## config.mk

```make
export PLATFORM = sky130hd
export DESIGN_NAME = ble_auth
export DESIGN_NICKNAME = d
export VERILOG_FILES = /design/src/rtl/segway_pkg.sv /design/src/rtl/UART_rx.sv /design/src/rtl/ble_auth.sv
export SDC_FILE = /design/constraint.sdc
export NUM_CORES = 1
export LEC_CHECK = 0
export CAP_MARGIN = 40
export CORE_ASPECT_RATIO = 0.75
export CORE_MARGIN = 5
export CORE_UTILIZATION = 57
export DETAILED_ROUTE_END_ITERATION = 10
export GPL_TIMING_DRIVEN = 0
export PLACE_DENSITY = 0.8
export SLEW_MARGIN = 20
export SYNTH_ARGS = -nofsm -noshare
export SYNTH_HDL_FRONTEND = slang
export SYNTH_SLANG_ARGS = --single-unit
export TNS_END_PERCENT = 30
```

## constraint.sdc

```tcl
create_clock -name clk -period 2.68 [get_ports clk]
set_clock_uncertainty 0.1 [all_clocks]
set_input_delay 0.268 -clock clk [delete_from_list [all_inputs] [get_ports clk]]
set_output_delay 0.268 -clock clk [all_outputs]
set_load 0.03 [all_outputs]
```

## src/rtl/segway_pkg.sv

```systemverilog
// Shared types and defaults for the Segway BLE authorization path.
// Holds the auth/receiver state enums and the UART/command defaults.
package segway_pkg;

  localparam int         BAUD_DIV_DEF  = 2604;
  localparam logic [7:0] GO_CODE_DEF   = 8'h47;
  localparam logic [7:0] STOP_CODE_DEF = 8'h53;

  typedef enum logic [1:0] {
    AUTH_OFF  = 2'd0,
    AUTH_PWR1 = 2'd1,
    AUTH_PWR2 = 2'd2
  } auth_state_t;

  typedef enum logic [1:0] {
    RX_IDLE  = 2'd0,
    RX_START = 2'd1,
    RX_DATA  = 2'd2,
    RX_STOP  = 2'd3
  } rx_state_t;

endpackage

```

## src/rtl/UART_rx.sv

```systemverilog
// 8N1 UART receiver with 2-flop input synchronizer, mid-bit sampling.
// Ports: clk, rst_n, RX, clr_rdy in; rx_data[7:0], rdy, frm_err out.
module UART_rx
  import segway_pkg::*;
#(
  parameter int BAUD_DIV = BAUD_DIV_DEF
) (
  input  logic       clk,
  input  logic       rst_n,
  input  logic       RX,
  input  logic       clr_rdy,
  output logic [7:0] rx_data,
  output logic       rdy,
  output logic       frm_err
);

  localparam int            CW   = $clog2(BAUD_DIV) + 1;
  localparam logic [CW-1:0] FULL = CW'(BAUD_DIV - 1);
  localparam logic [CW-1:0] HALF = CW'(BAUD_DIV / 2 - 1);
  localparam logic [CW-1:0] ONE  = CW'(1);

  rx_state_t     r_state;
  logic          r_sync1;
  logic          r_sync2;
  logic          r_sync3;
  logic [CW-1:0] r_baud_cnt;
  logic [3:0]    r_bit_cnt;
  logic [7:0]    r_shift;
  logic [7:0]    r_rx_data;
  logic          r_rdy;
  logic          r_frm_err;
  logic          w_rx;
  logic          w_fall;

  assign w_rx   = r_sync2;
  // r_sync3 only remembers the previous synchronized level for edge detect
  assign w_fall = r_sync3 & ~r_sync2;

  always_ff @(posedge clk or negedge rst_n) begin
    if (!rst_n) begin
      r_state    <= RX_IDLE;
      r_sync1    <= 1'b1;
      r_sync2    <= 1'b1;
      r_sync3    <= 1'b1;
      r_baud_cnt <= '0;
      r_bit_cnt  <= 4'd0;
      r_shift    <= 8'h00;
      r_rx_data  <= 8'h00;
      r_rdy      <= 1'b0;
      r_frm_err  <= 1'b0;
    end else begin
      r_sync1   <= RX;
      r_sync2   <= r_sync1;
      r_sync3   <= r_sync2;
      r_frm_err <= 1'b0;
      if (clr_rdy) r_rdy <= 1'b0;
      unique case (r_state)
        RX_IDLE: begin
          r_baud_cnt <= '0;
          r_bit_cnt  <= 4'd0;
          if (w_fall) r_state <= RX_START;
        end
        RX_START: begin
          if (r_baud_cnt == HALF) begin
            r_baud_cnt <= '0;
            // a high level here was a glitch, not a start bit
            r_state    <= w_rx ? RX_IDLE : RX_DATA;
          end else begin
            r_baud_cnt <= r_baud_cnt + ONE;
          end
        end
        RX_DATA: begin
          if (r_baud_cnt == FULL) begin
            r_baud_cnt <= '0;
            r_shift    <= {w_rx, r_shift[7:1]};
            r_bit_cnt  <= r_bit_cnt + 4'd1;
            if (r_bit_cnt == 4'd7) r_state <= RX_STOP;
          end else begin
            r_baud_cnt <= r_baud_cnt + ONE;
          end
        end
        RX_STOP: begin
          if (r_baud_cnt == FULL) begin
            r_baud_cnt <= '0;
            r_bit_cnt  <= 4'd0;
            r_state    <= RX_IDLE;
            if (w_rx) begin
              r_rx_data <= r_shift;
              r_rdy     <= 1'b1;
            end else begin
              r_frm_err <= 1'b1;
            end
          end else begin
            r_baud_cnt <= r_baud_cnt + ONE;
          end
        end
        default: r_state <= RX_IDLE;
      endcase
    end
  end

  assign rx_data = r_rx_data;
  assign rdy     = r_rdy;
  assign frm_err = r_frm_err;

endmodule

```

## src/rtl/ble_auth.sv

```systemverilog
// BLE authorization: UART command bytes gate rider power-up/shutdown.
// Ports: clk, rst_n, RX, rider_off in; pwr_up, cmd_err, rx_byte[7:0] out.
module ble_auth
  import segway_pkg::*;
#(
  parameter int         BAUD_DIV  = BAUD_DIV_DEF,
  parameter logic [7:0] GO_CODE   = GO_CODE_DEF,
  parameter logic [7:0] STOP_CODE = STOP_CODE_DEF
) (
  input  logic       clk,
  input  logic       rst_n,
  input  logic       RX,
  input  logic       rider_off,
  output logic       pwr_up,
  output logic       cmd_err,
  output logic [7:0] rx_byte
);

  auth_state_t r_state;
  logic        r_pwr_up;
  logic        r_cmd_err;
  logic [7:0]  w_rx_data;
  logic        w_rdy;
  logic        w_frm_err;
  logic        w_go;
  logic        w_stop;
  logic        w_bad;

  // rdy is self-clearing: it lives for exactly one clock
  UART_rx #(
    .BAUD_DIV(BAUD_DIV)
  ) u_rx (
    .clk    (clk),
    .rst_n  (rst_n),
    .RX     (RX),
    .clr_rdy(w_rdy),
    .rx_data(w_rx_data),
    .rdy    (w_rdy),
    .frm_err(w_frm_err)
  );

  assign w_go   = w_rdy & (w_rx_data == GO_CODE);
  assign w_stop = w_rdy & (w_rx_data == STOP_CODE);
  assign w_bad  = w_rdy & ~w_go & ~w_stop;

  always_ff @(posedge clk or negedge rst_n) begin
    if (!rst_n) begin
      r_state   <= AUTH_OFF;
      r_pwr_up  <= 1'b0;
      r_cmd_err <= 1'b0;
    end else begin
      r_cmd_err <= w_frm_err | w_bad;
      r_pwr_up  <= (r_state != AUTH_OFF);
      unique case (r_state)
        AUTH_OFF: begin
          if (w_go) r_state <= AUTH_PWR1;
        end
        AUTH_PWR1: begin
          if (w_stop) r_state <= rider_off ? AUTH_OFF : AUTH_PWR2;
        end
        AUTH_PWR2: begin
          // GO wins over a simultaneous rider_off
          if (w_go)           r_state <= AUTH_PWR1;
          else if (rider_off) r_state <= AUTH_OFF;
        end
        default: r_state <= AUTH_OFF;
      endcase
    end
  end

  assign pwr_up  = r_pwr_up;
  assign cmd_err = r_cmd_err;
  assign rx_byte = w_rx_data;

endmodule
```

# Yosys cells after proc, flatten, opt, wreduce, memory -nomap -nowiden
# Cells that the tools add are included.
[totals]
regBits = 44
input_bits = 4
elab_cells = 77
out_inout_bits = 10
[classes]
n_reduce_logical = 10
bitwise_logic = 9
addsub = 2
n_eq_ne = 18
n_mux = 25
[ops]
columns = ["op", "count"]
rows = [
  ["$pmux W13 S3", 1],
  ["$mux W13", 2],
  ["$mux W2", 11],
  ["$eq A8 B7 Y1 const B", 2],
  ["$add A13 B1 Y13 const B", 1],
  ["$eq A13 B11 Y1 const B", 1],
  ["$eq A13 B12 Y1 const B", 1],
  ["$pmux W4 S3", 1],
  ["$ne A2 B1 Y1 const B", 5],
  ["$reduce_and A3 Y1", 3],
  ["$mux W4", 2],
  ["$pmux W2 S4", 1],
  ["$eq A2 B2 Y1 const B", 3],
  ["$mux W1", 6],
  ["$pmux W2 S3", 1],
  ["$and A1 B1 Y1", 5],
  ["$reduce_and A5 Y1", 1],
  ["$add A4 B1 Y4 const B", 1],
  ["$eq A2 B1 Y1 const B", 2],
  ["$eq A4 B3 Y1 const B", 1],
  ["$logic_not A2 Y1", 2],
  ["$ne A2 B2 Y1 const B", 2],
  ["$ne A3 B3 Y1 const B", 1],
  ["$not A1 Y1", 3],
  ["other kinds (5)", 5],
]

# Depth between registers and ports, before layout
# Gate-level depths: netlist of run 1.
[depth]
depth_word = 6
depth_mapped = 7
mapped_depth_nobuf = 6

# Hierarchy
# From an unflattened synthesis of run 1, not the netlist that was laid out.
[hier_totals]
hier_cells = 183
area_unflattened_um2 = 2100.8
[by_module_without_submodules]
columns = ["module", "area_each_um2", "seq_area_each_um2", "cells_each", "instances"]
rows = [
  ["UART_rx", 1873.0, 1004.7, 161, 1],
  ["ble_auth", 227.7, 100.1, 22, 1],
]

# Worst setup path after synthesis of run 1
# No wires, ideal clock.
[synth_path]
path_type = "register -> register"
startpoint = "reg u_rx.r_baud_cnt[1]"
endpoint = "reg u_rx.r_baud_cnt[12]"
path_stages_with_launch = 8
path_slack_ns = 0.324
t_required_ns = 2.461
path_buffers = 1
synth_period_minus_slack_ns = 2.356
setup_ns = 0.119
t_arrival_ns = 2.137
cell_sequence = "dfrtp_1 > inv_1 > ha_1 > or4b_2 > or4_1 > a22oi_2 > buf_4 > nor2_1"
[synth_via]
elab_chain_cells = 3
elab_cells_between_ends = 6
cone_classes = "1 x add/sub; 2 x eq/ne; 3 x mux"
[synth_lines]
columns = ["element", "line", "text"]
rows = [
  ["start: declaration", "UART_rx.sv:26", "logic [CW-1:0] r_baud_cnt;"],
  ["start signal: assignment", "UART_rx.sv:69", "r_baud_cnt <= r_baud_cnt + ONE;"],
  ["start signal: assignment", "UART_rx.sv:79", "r_baud_cnt <= r_baud_cnt + ONE;"],
  ["start signal: assignment", "UART_rx.sv:94", "r_baud_cnt <= r_baud_cnt + ONE;"],
  ["$add A13 B1 Y13 (tied with other cells)", "UART_rx.sv:69, UART_rx.sv:79, UART_rx.sv:94", ""],
  ["$mux W13 (on tied branches)", "UART_rx.sv:73, UART_rx.sv:83, UART_rx.sv:64", ""],
  ["$pmux W13 S3 *", "UART_rx.sv:57", "unique case (r_state)"],
]
# Mark *: on every way between the ends. The rest lies on a longest branch, timed or not.
# A chain may end at the register's enable or synchronous reset.

# Final worst setup path of run 1
[layout_path]
startpoint = "reg u_rx.r_baud_cnt[1]"
endpoint = "reg u_rx.r_baud_cnt[3]"
# Same word-level chain as after synthesis.

==> reports/qor.yml, run 1 <==
worst_setup_path:
  crit_start: "u_rx.r_baud_cnt[1]"
  slowest_delay_ns: 0.60
  slowest_stage: "or4_1"
  crit_chain: "inv_1, ha_1, or4b_2, or4_1, a22oi_2, buf_4, nor2_1"
  start_kind: "register"
  cp.arrival_ns: 2.66
  cp_num_cells: 7
  r2r_cells: 7
  path_max_fanout: 10
  worst_r2r_endpoint: "u_rx.r_baud_cnt[3]"
  r2r_start: "u_rx.r_baud_cnt[1]"
  path_class: "reg -> reg"
  regToRegSetupSlack_ns: 0.11
  endpoint: "u_rx.r_baud_cnt[3]"
  crit_path_end_kind: "register"
  cp.required_ns: 2.77
  crit_family: "simple AND/OR/NAND/NOR gates"
  crit_buf_inv: 2
synth:
  ys.flop_type: "dfrtp_1"
  synth-edff-count: 0
  avgSynthCellArea_um2: 11.53
  ys_types: 42
  synthCells: 172
  syn-cell-area_mm2: 0.001983
  synth_top_area_share_pct: 51.74
  yosysWarnings: 0
  synth_common_cells: "dfrtp_1, nor2_1, mux2_2, nand3_1, nand2_1"
  yosys.area.top_type: "dfrtp_1"
  synth-seq-area-share_pct: 55.71
  synthArstFlopShare_pct: 100.0
  synth.area.top_cells: "dfrtp_1, mux2_2, dfstp_2"
  synth-seq-cells: 44
  synth_nets: 179
  yosysMostFrequentCell: "dfrtp_1"
clock_network:
  cts-root-buf: "clkbuf_8"
  h-tree-depth: 2
  path_clk_slew_ns: 0.08
  cts_buffer_depth: 2
  clk_latency_ns: 0.29
  cts.sinks: 44
  numCtsBuffers: 5
  cts_tree: "done"
routing:
  dr.pass1.iters: 4
  ant_nets: 0
  drt_iter0_drc: 109
  wl_per_cell_um: 15.17
  wirelength_mm: 3.579
  via_count: 1358
  drcViolationCount: 0
  via_per_inst: 5.754
timing:
  max_freq_ghz: 0.3886
  final-max-slew-violation-count: 0
  finalHoldViolCount: 0
  setup_viol: 0
  finalCritPeriodShare_pct: 96.03
  fin_crit_ns: 2.574
  worst_slew_pin_slew_ns: 0.5582
  slew_headroom_pct: 62.26
floorplanning:
  coreArea_mm2: 0.003311
  die_area_mm2: 0.004771
  rows: 18
  start_util_pct: 59.90
  fp.dieW_um: 78.11
  die_h_um: 61.08
  ios: 14
finish:
  drive_gt1_share_pct: 18.88
  post-route-util_pct: 69.58
  final_cells: 236
  area_growth_pct: 16.15
  fin_area_mm2: 0.002303
  final_nets: 202
  num_antenna_cells: 0
power:
  leakage_nw: 1.027
  vdd_drop_max_mv: 0.4266
  p_per_area_mw_per_mm2: 606.3
  total_power_w: 0.001397
global_routing:
  met3_usage_pct: 4.532
  busiest_layer: "met1"
  grt_max_degree: 31
  grt_pass1_vias: 1319
  antenna_found_initial: 0
  use_met2_pct: 24.65
  track_usage_pct: 16.98
  overflow: 0
  grt_pass1_wl_mm: 6.216
  use_met1_pct: 24.74
min_path:
  hold_path_class: "reg -> reg"
place:
  post_dp_cell_area_mm2: 0.002178
  place.detailed.hpwl_mm: 2.557
  io_buffers: 13
  routabilityCongestion: 0.8516
  placedCellCount: 226
run:
  max_cap_violations: 0
status:
  outcome: "finished, final reports clean"
[placed cells by master (no fill, tap or decap), types with 3 or more instances in the layout]
master,instances
clkbuf_8,5
clkdlybuf4s50_1,12
dfrtp_1,41
dfstp_2,3
ha_1,3
inv_1,4
mux2_2,16
nand2_1,10
nand3_1,13
nand4_1,3
nor2_1,19
nor2b_1,4
nor3_1,6
or4_1,3
xnor2_1,9
xor2_1,3
[worst register-to-register path: cells and delay by family (launching register included)]
family | cells | cell delay [ns]
buffers and inverters | 2 | 0.28
and+or+nand+nor | 3 | 1.25
adders and majority gates | 1 | 0.13
DFF | 1 | 0.42
AOI/OAI and AO/OA | 1 | 0.27
[repair_timing]
item / in CTS / in global routing
setup endpoints to repair: 0 / 10
hold endpoints to repair: 14 / 0
setup buffers: 0 / 1
hold buffers: 1 / 0
resized for setup: 0 / 0
[flip-flops by register name, summed over array words and instances, names as in the netlist, named ones only]
| register | cells |
|---|---|
| u_rx.r_baud_cnt | 13 |
| u_rx.r_shift | 8 |
| u_rx.rx_data | 8 |
| u_rx.r_bit_cnt | 4 |
| r_state | 2 |
| cmd_err | 1 |
| pwr_up | 1 |
| u_rx.frm_err | 1 |
| u_rx.r_state | 1 |
| u_rx.r_sync1 | 1 |
| u_rx.r_sync2 | 1 |
| u_rx.r_sync3 | 1 |
| u_rx.rdy | 1 |
[area by class of cell]
class                           instances  area (µm²)
Buffer                                  5       31.28
Clock buffer                            6       72.57
Clock inverter                          2       35.03
Fill cell                             236        1007
Inverter                                4       15.01
Multi-Input combinational cell        119       832.0
Sequential cell                        44        1105
Tap cell                               40       50.05
Timing Repair Buffer                   16       162.7
[how the worst min path moves through the flow]
stage,startpoint,end,slack [ns],cells after the start
after floorplan,rst_n,async pin,-0.13,0
after global placement,u_rx.r_sync1,u_rx.r_sync2,0.25,0
after detailed placement,rst_n,u_rx.r_baud_cnt[12],0.10,1
after CTS,u_rx.r_sync1,u_rx.r_sync2,0.26,0
after global routing,RX,u_rx.r_sync1,0.25,1
final,u_rx.r_sync1,u_rx.r_sync2,0.26,0
[kinds of logic (layout without fill, tap and decap cells)]
| family | count (synthesis) | after routing | share of synthesized area (%) |
|---|---|---|---|
| AOI/OAI and AO/OA | 12 | 12 | 4.732 |
| xor gates and xnor gates | 12 | 12 | 5.300 |
| adders and majority gates | 3 | 3 | 1.893 |
| buffers and inverters | 9 | 33 | 2.334 |
| DFF | 44 | 44 | 55.71 |
| muxes | 17 | 17 | 9.590 |
| and+or+nand+nor | 75 | 75 | 20.44 |
[metal layers]
metal  vias up  routed length (µm)
li1        654                   -
met1       665                1731
met2        35                1665
met3         4                 154
met4         0                  26
met5         -                   0
[stage by stage]
stage,TNS [ns],hold WS [ns],worst slack [ns]
2_1_floorplan,0,-0.1276,0.3242
3_3_place_gp,0,0.2481,0.1699
3_5_place_dp,0,0.1028,0.1148
4_1_cts,0,0.2638,0.08573
5_1_grt,-0.006301,0.2502,-0.005022
6_report,0,0.2588,0.1064
[report_power, final]
group	internal, W	switching [W]
clock	0.000277	0.000214
combinational	0.0000667	0.0000829
sequential	0.000706	0.0000503
Note: power is estimated with default switching activity, not from simulation.
==> inputs of run 2 (changes only) <==
--- a/config.mk
+++ b/config.mk
@@ -7,11 +7,10 @@
 export LEC_CHECK = 0
 export CAP_MARGIN = 40
 export CORE_ASPECT_RATIO = 0.75
-export CORE_MARGIN = 5
-export CORE_UTILIZATION = 57
+export CORE_UTILIZATION = 52
 export DETAILED_ROUTE_END_ITERATION = 10
 export GPL_TIMING_DRIVEN = 0
-export PLACE_DENSITY = 0.8
+export PLACE_DENSITY = 0.74
 export SLEW_MARGIN = 20
 export SYNTH_ARGS = -nofsm -noshare
 export SYNTH_HDL_FRONTEND = slang
==> run 2 against run 1 <==
Die area down 15%. Utilization fell by 5.7 points. First-iteration DRC count is 2.8% lower. Combinational power is 4% higher. Routed wire length shrank 1.3%. Clock-buffer cell count is the same. Via count increased by 0.66%. Setup slack better by 0.011 ns. Global-route usage is 3.1 points higher. Highest routed layer unchanged. Register-to-register slack about the same. Sequential power is essentially flat. Largest power group unchanged. Critical path depth did not move.
==> reports/qor.yml, run 2 (synthesis gave the netlist of run 1 again) <==
global_routing:
  overflow: 0  # unchanged
  grt_pass1_vias: 1358  # was 1319
  grt_max_degree: 32  # was 31
  busiest_layer: "met2"  # was met1
  antenna_found_initial: 0  # unchanged
  met3_usage_pct: 4.927  # was 4.532%
  grt_pass1_wl_mm: 6.078  # was 6.216 mm
  track_usage_pct: 20.13  # was 16.98%
  use_met1_pct: 27.76  # was 24.74%
  use_met2_pct: 29.10  # was 24.65%
place:
  routabilityCongestion: 0.8386  # was 0.8516
  placedCellCount: 238  # was 226
  io_buffers: 13  # unchanged
  place.detailed.hpwl_mm: 2.492  # was 2.557 mm
  place_ws_ns: 0.1293  # was 0.1148 ns
power:
  vdd_drop_max_mv: 0.4970  # was 0.4266 mV
  clock_power_share_pct: 36.9  # was 35.2%
  total_power_w: 0.001448  # was 0.001397 W
  swShare_pct: 25.41  # was 24.88%
  leakage_nw: 1.038  # was 1.027 nW
  pwr-share-comb_pct: 10.8  # was 10.7%
  p_switching_w: 0.0003681  # was 0.0003475 W
  p_per_area_mw_per_mm2: 619.1  # was 606.3 mW/mm²
  p_int_w: 0.001080  # was 0.001049 W
  pwr-share-seq_pct: 52.3  # was 54.1%
finish:
  final_cell_mix: "dfrtp_1, nor2_1, mux2_2"  # unchanged
  final_nets: 203  # was 202
  largest_reg_flops: 13  # unchanged
  post-route-util_pct: 63.91  # was 69.58%
  final_cells: 249  # was 236
  num_antenna_cells: 0  # unchanged
  regMostFlops: "u_rx.r_baud_cnt"  # unchanged
  drive_gt1_share_pct: 19.80  # was 18.88%
  final_common_cell: "dfrtp_1"  # unchanged
  area_growth_pct: 17.98  # was 16.15%
routing:
  via_count: 1367  # was 1358
  ant_nets: 0  # unchanged
  via_per_inst: 5.490  # was 5.754
  wirelength_mm: 3.533  # was 3.579 mm
  dr.pass1.iters: 4  # unchanged
  wl_per_cell_um: 14.19  # was 15.17 µm
  drcViolationCount: 0  # unchanged
  drt_iter0_drc: 106  # was 109
worst_setup_path:
  path_class: "reg -> reg"  # unchanged
  r2r_start: "u_rx.r_baud_cnt[1]"  # unchanged
  r2r_cells: 7  # unchanged
  path_max_fanout: 10  # unchanged
  cp.arrival_ns: 2.65  # was 2.66 ns
  slowest_delay_ns: 0.61  # was 0.60 ns
  regToRegSetupSlack_ns: 0.12  # was 0.11 ns
  worst_r2r_endpoint: "u_rx.r_baud_cnt[12]"  # was u_rx.r_baud_cnt[3]
  crit_family: "simple AND/OR/NAND/NOR gates"  # unchanged
  crit_chain: "inv_1, ha_1, or4b_2, or4_1, a22oi_2, buf_4, nor2_1"  # unchanged
  start_kind: "register"  # unchanged
  cp.required_ns: 2.77  # about the same
  slowest_stage: "or4_1"  # unchanged
  crit_path_end_kind: "register"  # unchanged
  crit_buf_inv: 2  # unchanged
min_path:
  hold_depth: 0  # unchanged
  worstHoldStart: "u_rx.r_sync1"  # unchanged
  hold_path_class: "reg -> reg"  # unchanged
  hold_path_end: "u_rx.r_sync2"  # unchanged
clock_network:
  cts_tree: "done"  # unchanged
  h-tree-depth: 2  # unchanged
  cts_buffer_depth: 2  # unchanged
  path_clk_slew_ns: 0.08  # about the same
  cts.sinks: 44  # unchanged
  numCtsBuffers: 5  # unchanged
  postCtsResizedCells: 0  # unchanged
  cts-root-buf: "clkbuf_8"  # unchanged
  clk_latency_ns: 0.30  # was 0.29 ns
timing:
  worst_slew_pin_slew_ns: 0.4777  # was 0.5582 ns
  final-max-slew-violation-count: 0  # unchanged
  finalCritPeriodShare_pct: 95.61  # was 96.03%
  slew_headroom_pct: 67.70  # was 62.26%
  fin_crit_ns: 2.562  # was 2.574 ns
  setup_viol: 0  # unchanged
  timing.hold.ws_ns: 0.2527  # was 0.2588 ns
  finalHoldViolCount: 0  # unchanged
  max_freq_ghz: 0.3903  # was 0.3886 GHz
  setup_ws_ns: 0.1176  # was 0.1064 ns
floorplanning:
  coreArea_mm2: 0.003661  # was 0.003311 mm²
  start_util_pct: 54.17  # was 59.90%
  rows: 19  # was 18
  die_h_um: 55.48  # was 61.08 µm
  die_area_mm2: 0.004067  # was 0.004771 mm²
  ios: 14  # unchanged
  fp.dieW_um: 73.31  # was 78.11 µm
run:
  max_cap_violations: 0  # unchanged
status:
  outcome: "finished, final reports clean"  # unchanged
[run 2: changes by cell type in the layout (fill, tap and decap cells not counted), sizes merged]
| cell | previous run | this run |
|---|---|---|
| buf | 7 | 8 |
[run 2: layout make-up]
type	instances	area [µm²]
timing repair buffer	17	170.2
sequential	44	1105
clock inverter	2	38.79
fill	305	1321
clock buffer	6	82.58
inverter	4	15.01
multi-input combinational	119	832.0
buffer	5	31.28
tap	52	65.06
[run 2: metal layers]
metal	vias up	part of all wire (%)
met5	-	0
met4	0	2.7
met3	11	3.2
met2	26	43
met1	675	51
li1	655	-
[run 2: repair_timing]
| action | 4_1_cts | 5_1_grt |
|---|---|---|
| endpoints found under the setup margin | 0 | 6 |
| hold buffers | 1 | 0 |
| buffers inserted | 0 | 2 |
| endpoints found under the hold margin | 13 | 0 |
[run 2: worst max-delay path by stage]
stage | from | to | slack, ns | depth (start not counted)
after CTS | u_rx.r_baud_cnt[1] | u_rx.r_baud_cnt[6] | 0.11 | 7
after global placement | u_rx.r_baud_cnt[1] | u_rx.r_baud_cnt[2] | 0.16 | 7
after global routing | u_rx.r_baud_cnt[1] | u_rx.r_baud_cnt[8] | -0.004 | 7
after detailed placement | u_rx.r_baud_cnt[1] | u_rx.r_baud_cnt[12] | 0.13 | 7
final | u_rx.r_baud_cnt[1] | u_rx.r_baud_cnt[12] | 0.12 | 7
after floorplan | u_rx.r_baud_cnt[1] | u_rx.r_baud_cnt[12] | 0.32 | 7
[run 2: power by group through the flow]
| stage | Clock, W | Sequential [W] | Combinational, W |
|---|---|---|---|
| 2_1_floorplan | 0 | 0.000756 | 0.000102 |
| 3_3_place_gp | 0 | 0.000764 | 0.000137 |
| 3_5_place_dp | 0 | 0.000770 | 0.000149 |
| 4_1_cts | 0.000546 | 0.000757 | 0.000151 |
| 5_1_grt | 0.000567 | 0.000763 | 0.000184 |
| 6_report | 0.000535 | 0.000758 | 0.000156 |
[run 2: stage by stage]
stage | TNS (ns) | area (µm²)
6_report | 0 | 2340
5_1_grt | -0.01151 | 2340
4_1_cts | 0 | 2325
3_5_place_dp | 0 | 2193
3_3_place_gp | 0 | 2178
2_1_floorplan | 0 | 1983
==> inputs of run 3 (changes only) <==
--- a/config.mk
+++ b/config.mk
@@ -7,10 +7,12 @@
 export LEC_CHECK = 0
 export CAP_MARGIN = 40
 export CORE_ASPECT_RATIO = 0.75
-export CORE_UTILIZATION = 52
+export CORE_MARGIN = 8
+export CORE_UTILIZATION = 45
 export DETAILED_ROUTE_END_ITERATION = 10
 export GPL_TIMING_DRIVEN = 0
-export PLACE_DENSITY = 0.74
+export HOLD_SLACK_MARGIN = 0.02
+export PLACE_DENSITY = 0.66
 export SLEW_MARGIN = 20
 export SYNTH_ARGS = -nofsm -noshare
 export SYNTH_HDL_FRONTEND = slang
==> run 3 against run 2 <==
Critical path depth is the same. Hold slack gained 0.0056 ns. Power shrank 1.6%. Die area grew 67%. Sequential share of layout area is essentially flat. Global-route usage shrank 8.4 points. Sequential cell count is the same. Combinational power is essentially flat. Largest power group unchanged. Highest routed layer unchanged.
==> reports/qor.yml, run 3 (synthesis gave the netlist of run 1 again) <==
routing:
  ant_nets: 0  # unchanged
  wl_met2_mm: 1.594  # was 1.512 mm
  drt_iter0_drc: 81  # was 106
  wirelength_mm: 3.523  # was 3.533 mm
  via_count: 1321  # was 1367
  drcViolationCount: 0  # unchanged
  via_per_inst: 5.221  # was 5.490
  wl_met3_um: 117  # was 113 µm
  met1Wirelength_mm: 1.767  # was 1.811 mm
  wl_per_cell_um: 13.92  # was 14.19 µm
  dr.pass1.iters: 4  # unchanged
  highest_layer: "met4"  # unchanged
clock_network:
  cts.sinks: 44  # unchanged
  cts_buffer_depth: 2  # unchanged
  clk_latency_ns: 0.30  # about the same
  h-tree-depth: 2  # unchanged
  cts_tree: "done"  # unchanged
  path_clk_slew_ns: 0.08  # about the same
  numCtsBuffers: 5  # unchanged
  cts-root-buf: "clkbuf_8"  # unchanged
worst_setup_path:
  crit_start: "u_rx.r_baud_cnt[1]"  # unchanged
  worst_r2r_endpoint: "u_rx.r_baud_cnt[3]"  # was u_rx.r_baud_cnt[12]
  path_max_fanout: 10  # unchanged
  cp.required_ns: 2.77  # about the same
  start_kind: "register"  # unchanged
  r2r_start: "u_rx.r_baud_cnt[1]"  # unchanged
  path_class: "reg -> reg"  # unchanged
  crit_path_end_kind: "register"  # unchanged
  cp.arrival_ns: 2.61  # was 2.65 ns
  r2r_cells: 7  # unchanged
  endpoint: "u_rx.r_baud_cnt[3]"  # was u_rx.r_baud_cnt[12]
  regToRegSetupSlack_ns: 0.15  # was 0.12 ns
finish:
  multi_input_area_um2: 835.8  # was 832.0 µm²
  num_antenna_cells: 0  # unchanged
  drive_gt1_share_pct: 19.90  # was 19.80%
  final_common_cell: "dfrtp_1"  # unchanged
  fillers: 398  # was 305
  largest_reg_flops: 13  # unchanged
  final_cell_mix: "dfrtp_1, nor2_1, mux2_2"  # unchanged
  regMostFlops: "u_rx.r_baud_cnt"  # unchanged
  regArea_mm2: 0.001105  # unchanged
  area_growth_pct: 18.04  # was 17.98%
  final_nets: 202  # was 203
place:
  routabilityCongestion: 0.7841  # was 0.8386
  place.detailed.hpwl_mm: 2.608  # was 2.492 mm
  io_buffers: 13  # unchanged
timing:
  finalCritPeriodShare_pct: 94.24  # was 95.61%
  slew_headroom_pct: 64.55  # was 67.70%
  fin_crit_ns: 2.526  # was 2.562 ns
  finalHoldViolCount: 0  # unchanged
  rsz0062_at_grt: "false"
  worst_slew_pin_slew_ns: 0.5243  # was 0.4777 ns
  setup_tns_ns: 0  # unchanged
  max_freq_ghz: 0.3959  # was 0.3903 GHz
  setup_viol: 0  # unchanged
  timing.hold.ws_ns: 0.2583  # was 0.2527 ns
  final-max-slew-violation-count: 0  # unchanged
floorplanning:
  rows: 21  # was 19
  coreArea_mm2: 0.004362  # was 0.003661 mm²
  fp.dieW_um: 92.66  # was 73.31 µm
  die_area_mm2: 0.006809  # was 0.004067 mm²
  die_h_um: 73.49  # was 55.48 µm
  ios: 14  # unchanged
  start_util_pct: 45.47  # was 54.17%
global_routing:
  grt_max_degree: 36  # was 32
  antenna_found_initial: 0  # unchanged
  track_usage_pct: 11.68  # was 20.13%
  grt_pass1_wl_mm: 6.265  # was 6.078 mm
  overflow: 0  # unchanged
  grt_pass1_vias: 1333  # was 1358
power:
  vdd_drop_max_mv: 0.4622  # was 0.4970 mV
  p_per_area_mw_per_mm2: 608.6  # was 619.1 mW/mm²
  leakage_nw: 1.033  # was 1.038 nW
run:
  max_cap_violations: 0  # unchanged
min_path:
  hold_path_class: "reg -> reg"  # unchanged
status:
  outcome: "finished, final reports clean"  # unchanged
## run 3: cell types whose count changed in the layout (fill, tap and decap cells not counted), sizes merged
cell    change
buf         -1
clkbuf      -1
clkinv      +1
## run 3: how the worst min path moves through the flow
stage | start | end | slack, ns | depth (start not counted)
4_1_cts | RX | u_rx.r_sync1 | 0.26 | 1
6_report | u_rx.r_sync1 | u_rx.r_sync2 | 0.26 | 0
3_5_place_dp | rst_n | u_rx.r_baud_cnt[0] | 0.06 | 1
5_1_grt | u_rx.r_sync1 | u_rx.r_sync2 | 0.27 | 0
2_1_floorplan | rst_n | async pin | -0.13 | 0
3_3_place_gp | u_rx.r_sync1 | u_rx.r_sync2 | 0.25 | 0
## run 3: per-layer routing
metal / track usage [%] / vias to the layer above
li1: - / 657
met1: 15.09 / 640
met2: 17.96 / 18
met3: 3.367 / 6
met4: 4.804 / 0
met5: 0 / -
## run 3: cell type report
type | instances | share of cell area [%]
buffer | 5 | 1.497
clock buffer | 5 | 2.940
clock inverter | 3 | 2.031
inverter | 4 | 0.6414
multi-input combinational | 119 | 35.70
sequential | 44 | 47.19
tap | 57 | 3.046
timing repair buffer | 16 | 6.948
## run 3: report_power, final
part	internal, W	switching, W	total, W	leakage, nW
Combinational	0.0000686	0.0000853	0.000154	0.381
Sequential	0.000706	0.0000505	0.000756	0.594
Clock	0.000281	0.000234	0.000514	0.0583
Total	0.00106	0.000370	0.00142	1.03
## run 3: metrics by stage
step	util, %	total power (W)	cells	cell area (µm²)	setup slack [ns]
detailed placement	50.43	0.0009181	243	2200	0.1079
global placement	50.09	0.0009021	242	2185	0.1583
CTS	53.33	0.001441	252	2326	0.08907
floorplan	-	0.0008586	172	1983	0.3242
global route	53.67	0.001504	253	2341	0.01383
finish	53.67	0.001425	253	2341	0.1544
## run 3: worst max-delay path, stage by stage, from the launching register on
cell and delay (ns):
dfrtp_1 0.42, inv_1 0.07, ha_1 0.13, or4b_2 0.60
or4_4 0.56, a22oi_2 0.30, buf_6 0.19, nor2_1 0.06
## run 3: what timing repair did
| item | in CTS | in global routing |
|---|---|---|
| buffers inserted | 0 | 1 |
| endpoints found under the hold margin | 9 | 0 |
| hold buffers | 1 | 0 |
| gates resized for setup | 0 | 2 |
| setup endpoints to repair | 0 | 10 |
